$ cat config.mk
export PLATFORM = sky130hd
export DESIGN_NAME = clock_phase_detector
export DESIGN_NICKNAME = d
export VERILOG_FILES = /design/src/rtl/clock_phase_detector.sv
export SDC_FILE = /design/constraint.sdc
export NUM_CORES = 1
export LEC_CHECK = 0
export BUFFER_PORTS_ARGS = -buffer_cell sky130_fd_sc_hd__buf_2
export CAP_MARGIN = 20
export CORE_MARGIN = 2
export CORE_UTILIZATION = 55
export CTS_CLUSTER_DIAMETER = 100
export CTS_CLUSTER_SIZE = 10
export DETAILED_ROUTE_END_ITERATION = 12
export PLACE_DENSITY = 0.73
export SLEW_MARGIN = 5
export SYNTH_ARGS = -nofsm -noshare
export SYNTH_HDL_FRONTEND = slang
export SYNTH_SLANG_ARGS = --single-unit
$ cat constraint.sdc
create_clock -name clk -period 7.5 [get_ports clk]
set_input_delay 0.75 -clock clk [delete_from_list [all_inputs] [get_ports clk]]
set_output_delay 0.75 -clock clk [all_outputs]
set_load 0.01 [all_outputs]
$ cat src/rtl/clock_phase_detector.sv
// Receive-side phase/period meter for an externally phased periodic signal.
// Measures rise-to-rise period and offset from ref_tick, and flags lock once both are stable.
module clock_phase_detector #(
  parameter int CNT_W       = 8,
  parameter int SYNC_STAGES = 2,
  parameter int LOCK_CNT    = 4,
  parameter int TOL         = 1
) (
  input  logic             clk,
  input  logic             rst,
  input  logic             ref_tick,
  input  logic             phased_in,
  output logic [CNT_W-1:0] period,
  output logic [CNT_W-1:0] phase,
  output logic             phase_valid,
  output logic             locked,
  output logic             lost
);
  localparam int MC_W = $clog2(LOCK_CNT + 1);
  localparam logic [CNT_W-1:0] CNT_MAX   = '1;
  localparam logic [CNT_W:0]   TOL_V     = (CNT_W+1)'(TOL);
  localparam logic [MC_W-1:0]  LOCK_LAST = MC_W'(LOCK_CNT - 1);

  typedef enum logic [1:0] {UNLOCKED, TRACKING, LOCKED} state_t;

  logic [SYNC_STAGES-1:0] sync_q, sync_d;
  logic                   sync_last_q, sync_last_d;
  logic [CNT_W-1:0]       ph_cnt_q, ph_cnt_d;
  logic [CNT_W-1:0]       per_cnt_q, per_cnt_d;
  logic [CNT_W-1:0]       period_q, period_d;
  logic [CNT_W-1:0]       phase_q, phase_d;
  logic                   phase_valid_q, phase_valid_d;
  logic                   locked_q, locked_d;
  logic                   lost_q, lost_d;
  logic                   prev_valid_q, prev_valid_d;
  logic                   sat_q, sat_d;
  logic [MC_W-1:0]        match_cnt_q, match_cnt_d;
  state_t                 state_q, state_d;

  logic             rise, sat_hit, match;
  logic [CNT_W-1:0] new_phase;
  logic [CNT_W:0]   per_diff, ph_diff;

  always_comb begin
    sync_d      = {sync_q[SYNC_STAGES-2:0], phased_in};
    sync_last_d = sync_q[SYNC_STAGES-1];
    rise        = sync_q[SYNC_STAGES-1] & ~sync_last_q;
    // A rise in the saturating cycle is a valid (maximal) measurement, not a loss.
    sat_hit     = (per_cnt_q == CNT_MAX) & ~sat_q & ~rise;
    new_phase   = ref_tick ? '0 : ph_cnt_q;

    per_diff = (per_cnt_q >= period_q) ? ({1'b0, per_cnt_q} - {1'b0, period_q})
                                       : ({1'b0, period_q} - {1'b0, per_cnt_q});
    ph_diff  = (new_phase >= phase_q)  ? ({1'b0, new_phase} - {1'b0, phase_q})
                                       : ({1'b0, phase_q} - {1'b0, new_phase});
    match    = prev_valid_q & (per_diff <= TOL_V) & (ph_diff <= TOL_V);

    ph_cnt_d  = ref_tick ? CNT_W'(1)
              : (ph_cnt_q == CNT_MAX) ? ph_cnt_q : ph_cnt_q + CNT_W'(1);
    per_cnt_d = rise ? CNT_W'(1)
              : (per_cnt_q == CNT_MAX) ? per_cnt_q : per_cnt_q + CNT_W'(1);
    sat_d     = rise ? 1'b0 : (sat_q | sat_hit);

    state_d       = state_q;
    match_cnt_d   = match_cnt_q;
    prev_valid_d  = prev_valid_q;
    period_d      = period_q;
    phase_d       = phase_q;
    phase_valid_d = 1'b0;
    lost_d        = 1'b0;

    if (rise) begin
      phase_valid_d = 1'b1;
      phase_d       = new_phase;
      prev_valid_d  = 1'b1;
      // The first rise has no earlier edge to measure against.
      if (prev_valid_q) period_d = per_cnt_q;
      case (state_q)
        UNLOCKED: begin
          state_d     = TRACKING;
          match_cnt_d = '0;
        end
        TRACKING: begin
          if (match) begin
            match_cnt_d = match_cnt_q + MC_W'(1);
            if (match_cnt_q == LOCK_LAST) state_d = LOCKED;
          end else begin
            match_cnt_d = '0;
          end
        end
        LOCKED: begin
          if (!match) begin
            state_d     = TRACKING;
            match_cnt_d = '0;
          end
        end
        default: state_d = UNLOCKED;
      endcase
    end else if (sat_hit) begin
      state_d      = UNLOCKED;
      lost_d       = 1'b1;
      prev_valid_d = 1'b0;
      match_cnt_d  = '0;
    end

    locked_d = (state_d == LOCKED);
  end

  always_ff @(posedge clk or posedge rst) begin
    if (rst) begin
      sync_q        <= '0;
      sync_last_q   <= 1'b0;
      ph_cnt_q      <= '0;
      per_cnt_q     <= '0;
      period_q      <= '0;
      phase_q       <= '0;
      phase_valid_q <= 1'b0;
      locked_q      <= 1'b0;
      lost_q        <= 1'b0;
      prev_valid_q  <= 1'b0;
      sat_q         <= 1'b0;
      match_cnt_q   <= '0;
      state_q       <= UNLOCKED;
    end else begin
      sync_q        <= sync_d;
      sync_last_q   <= sync_last_d;
      ph_cnt_q      <= ph_cnt_d;
      per_cnt_q     <= per_cnt_d;
      period_q      <= period_d;
      phase_q       <= phase_d;
      phase_valid_q <= phase_valid_d;
      locked_q      <= locked_d;
      lost_q        <= lost_d;
      prev_valid_q  <= prev_valid_d;
      sat_q         <= sat_d;
      match_cnt_q   <= match_cnt_d;
      state_q       <= state_d;
    end
  end

  assign period      = period_q;
  assign phase       = phase_q;
  assign phase_valid = phase_valid_q;
  assign locked      = locked_q;
  assign lost        = lost_q;
endmodule

After elaboration in Yosys (flattened, before gate mapping)
Index checks and enable logic that the tools add are counted.
W data, S select, Z words.
{"block": "op_classes", "add_sub_neg": 7, "order_cmp": 4, "eq_ne": 10, "mux": 24, "bitwise": 9, "reduce_logical": 4}
{"cell": "$mux W8", "count": 5}
{"cell": "$sub A8 B8 Y9", "count": 4}
{"cell": "$le A9 B1 Y1 const B", "count": 2}
{"cell": "$mux W9", "count": 2}
{"cell": "$add A8 B1 Y8 const B", "count": 2}
{"cell": "$eq A8 B8 Y1 const B", "count": 2}
{"cell": "$ge A8 B8 Y1", "count": 2}
{"cell": "$mux W3", "count": 4}
{"cell": "$mux W2", "count": 5}
{"cell": "$pmux W3 S3", "count": 1}
{"cell": "$mux W1", "count": 6}
{"cell": "$pmux W2 S3", "count": 1}
{"cell": "$and A1 B1 Y1", "count": 5}
{"cell": "$eq A2 B2 Y1 const B", "count": 2}
{"cell": "$ne A2 B2 Y1 const B", "count": 2}
{"cell": "$ne A4 B1 Y1 const B", "count": 1}
{"cell": "$add A3 B1 Y3 const B", "count": 1}
{"cell": "$eq A3 B2 Y1 const B", "count": 1}
{"cell": "$ne A3 B3 Y1 const B", "count": 1}
{"cell": "$not A1 Y1", "count": 3}
{"cell": "$reduce_and A3 Y1", "count": 1}
{"cell": "$eq A2 B1 Y1 const B", "count": 1}
{"cell": "$logic_not A2 Y1", "count": 1}
{"cell": "$reduce_and A2 Y1", "count": 1}
{"cell": "other kinds (2)", "count": 2}
{"block": "word_totals", "ff_bits": 45, "inputBits": 4}

Longest topological paths before layout
{"block": "logic_depth", "depth_word": 9, "depth_mapped": 15, "ltp_nobuf": 14}

Least setup slack after synthesis
Ideal clock, no wire load.
{"block": "synth_path", "path_kind": "input port to flip-flop", "from": "input ref_tick", "to": "register state_q[0]", "arrival_ns": 3.415, "required_time_ns": 7.376, "slack_ns": 3.961, "stages": 14, "path_cell_list": "clkbuf_1 > nand2b_1 > inv_1 > ha_1 > buf_2 > nand4_1 > o211ai_2 > a21oi_2 > o21ai_1 > a21boi_0 > or3_4 > a2111oi_4 > a211o_2 > nand3_1"}
{"block": "synth_via", "elab_chain_len": 8}
{"element": "from (decl)", "line": "11", "text": "input logic ref_tick,"}
{"element": "$mux W8 *", "line": "50", "text": "new_phase = ref_tick ? '0 : ph_cnt_q;"}
{"element": "net new_phase[2]", "line": "41", "text": "logic [CNT_W-1:0] new_phase;"}
{"element": "$sub A8 B8 Y9, or another cell as far along", "line": "55", "text": ": ({1'b0, phase_q} - {1'b0, new_phase});"}
{"element": "$mux W9 *", "line": "54", "text": "ph_diff = (new_phase >= phase_q) ? ({1'b0, new_phase} - {1'b0, phase_q})"}
{"element": "$le A9 B1 Y1 *", "line": "56", "text": "match = prev_valid_q & (per_diff <= TOL_V) & (ph_diff <= TOL_V);"}
{"element": "$and A1 B1 Y1 *", "line": "56"}
{"element": "$mux W2 (on tied branches)", "line": "92, 84"}
{"element": "$pmux W2 S3 *", "line": "78", "text": "case (state_q)"}
{"element": "$mux W2 *", "line": "72", "text": "if (rise) begin"}
{"element": "net state_d[0]", "line": "38", "text": "state_t state_q, state_d;"}
{"element": "to (signal assigned)", "line": "137", "text": "state_q <= state_d;"}
{"element": "to (decl)", "line": "38"}
Mark *: on every way through the listed nets, which the timed path passes. The rest lies on a longest branch.
A chain may end at the register's enable or synchronous reset.

Worst setup path in the final report
{"block": "layout_path", "from": "input ref_tick", "to": "register state_q[1]"}
The elaborated chain is that of the path after synthesis.

==> results.yml <==
floorplan:
  fp.coreArea_mm2: 0.00628
  dieArea_mm2: 0.00706
  die_y_um: 84.0
  initial_core_util_pct: 56.1
  die-width_um: 84.0
  ios: 23
  row_count: 29
detailed_routing:
  wl_per_cell_um: 14.9
  num_vias: 2900
  drc: 0
  drt_pass1_iterations: 5
  viasPerCell: 5.86
  postRouteAntennaNets: 0
  wl_um: 7380
  drt_iter0_drc: 230
synth:
  synth_top_area_share_pct: 32.0
  seq_area_frac_synth_pct: 32.0
  yosys_warnings: 0
  ys_top_cells_by_count: "dfrtp_1 (45), inv_1 (44), ha_1 (37), o21ai_0 (37), nand2_1 (35)"
  synth_ff_type: "dfrtp_1"
  yosysUniqueCellTypes: 58
  synth_cells: 401
  synth_edf_count: 0
  synthTopCellsByArea: "dfrtp_1 (32%), ha_1 (13%), o21ai_0 (5.3%), inv_1 (4.7%), nand2_1 (3.7%)"
  synth_nets: 446
  yosys.cell_count.top_type: "dfrtp_1"
  synth-async-reset-ratio_pct: 100
  syn_avg_cell_area_um2: 8.78
  synth.ff_latch_count: 45
  synth_top_area_cell: "dfrtp_1"
  synth_area_mm2: 0.00352
placed_design:
  place_area_mm2: 0.00366
  gp_congestion: 0.913
  portBuffers: 22
  hpwl_um: 5670
cells_and_area:
  area_growth_pct: 7.00
  drive_gt1_share_pct: 11.0
  fin_area_mm2: 0.00377
  n_antenna_cell: 0
  nets: 462
  n_fill_cell: 547
sta:
  layout_min_cycle_time_ps: 3670
  max-slew-margin-rel_pct: 50.1
  rsz0062_at_grt: "false"
  fin_crit_sh_pct: 49.0
  timing.fmax_mhz: 272
  maxSlewViolCount: 0
  setup_viol: 0
  fin_tns_setup_ps: 0
  worstMarginPinSlew_ps: 749
  hold_violations: 0
  fin_skew_ps: 5.78
clock_network:
  clock_path_buffers: 2
  cts_tree: "yes"
  clock_latency_ps: 310
  clkTransAtPathRegs_ps: 90
  cts_made_buffers: 5
  postCtsSetupRepairBufs: 0
  ctsResizeCount: 0
  ctsHoldBuffers: 0
  clockRootBuffer: "clkbuf_8"
  clkSinkCount: 45
  htreeDepth: 2
grt:
  grt_pass1_wl_um: 12800
  antenna_found_initial: 0
  grt_pass1_vias: 2736
  grt_max_degree: 46
  grt.overflow.total: 0
  grt_use_total_pct: 22.1
power:
  vdd_drop_max_mv: 0.238
  leakage_nw: 1.79
  p_per_area_mw_per_mm2: 271
setup_path:
  slowest_stage: "a2111oi_4"
  crit_path_max_fanout: 16
  slowest_delay_ps: 610
  critical_path_class: "in -> reg"
  worstPathArrival_ps: 3900
  startpoint_type: "input port"
  end_kind: "flop"
  cp_top_family: "compound AO/OA/AOI/OAI gates"
  worstPathRequired_ps: 7720
  path_cells: "buf_2, nand2b_1, inv_1, ha_1, and2_4, a221oi_4, a21oi_1, o21ai_0, o31ai_1, or3_4, a2111oi_4, nand4_1, o211ai_1"
  worst-path-buf-inv: 2
flow_run:
  cap_violations: 0
hold_path:
  hp-class: "in -> async"
outcome:
  status: "finished clean"
per-stage QoR:
stage / power [mW] / worst slack (ps) / cells / hold WS, ps / util (%)
floorplan: 0.751 / 3960 / 401 / 331 / -
global placement: 0.850 / 3600 / 486 / 334 / 58.3
detailed placement: 0.860 / 3540 / 486 / 337 / 58.3
CTS: 1.02 / 3860 / 494 / 357 / 59.7
global route: 1.09 / 3550 / 495 / 301 / 60.0
finish: 1.02 / 3830 / 495 / 310 / 60.0
placed cells by master, fill, tap and decap left out, types with 5 or more instances in the layout:
cell / n
a21o_1: 10
a21oi_1: 23
a31oi_1: 6
and2_1: 6
and3_1: 6
buf_2: 22
clkbuf_8: 5
dfrtp_1: 45
ha_1: 37
inv_1: 43
mux2i_1: 5
nand2_1: 35
nand2b_1: 13
nand3_1: 10
nand4_1: 6
nor2_1: 18
nor2b_1: 5
nor3_1: 5
o21ai_0: 37
or3_1: 5
xor2_1: 6
worst paths after layout:
path                        startpoint  slack [ps]              to  depth (start not counted)
hold / removal                     rst         310  match_cnt_q[0]                          2
hold reg to reg              sync_q[0]         350       sync_q[1]                          0
setup reg to reg           ph_cnt_q[3]        4090      state_q[1]                         12
min in group clk             sync_q[0]         350       sync_q[1]                          0
max in group asynchronous          rst        6760       period[0]                          3
setup / recovery              ref_tick        3830      state_q[1]                         13
worst register-to-register path, delay by kind of cell (launching register included):
family                     cells  cell delay, ps
AOI/OAI and AO/OA              6            1450
DFF                            1             450
buffers and inverters          1              50
adders and majority gates      1             400
and+or+nand+nor                4             960
state kept, by name (all words and copies together), names as in the netlist:
| name | flops |
|---|---|
| per_cnt_q | 8 |
| period | 8 |
| ph_cnt_q | 8 |
| phase | 8 |
| match_cnt_q | 3 |
| state_q | 2 |
| sync_q | 2 |
| locked | 1 |
| lost | 1 |
| phase_valid | 1 |
| prev_valid_q | 1 |
| sat_q | 1 |
| sync_last_q | 1 |
layout make-up:
class	instances	area, um2	area share [%]
timing repair buffer	23	130	3.45
tap	77	96.3	2.56
multi-input combinational	298	2160	57.4
clock buffer	6	72.6	1.93
sequential	45	1130	29.9
inverter	44	165	4.38
clock inverter	2	15.0	0.399
layer usage:
metal	track usage [%]	wire, um
met5	0	0
met4	5.87	62
met3	2.47	310
met2	33.3	3330
met1	33.7	3680
power breakdown:
part / switching, mW / total, mW / internal (mW)
clock network: 0.0885 / 0.154 / 0.0658
logic: 0.323 / 0.566 / 0.244
registers: 0.0328 / 0.299 / 0.266
kinds of logic after synthesis:
| family | after synthesis | share of synthesized area (%) |
|---|---|---|
| muxes | 5 | 1.42 |
| AOI/OAI and AO/OA | 120 | 23.3 |
| DFF | 45 | 32.0 |
| buffers and inverters | 58 | 6.61 |
| and+or+nand+nor | 122 | 18.8 |
| adders and majority gates | 41 | 15.4 |
| xor gates and xnor gates | 10 | 2.49 |
(Power assumes the default switching activity.)
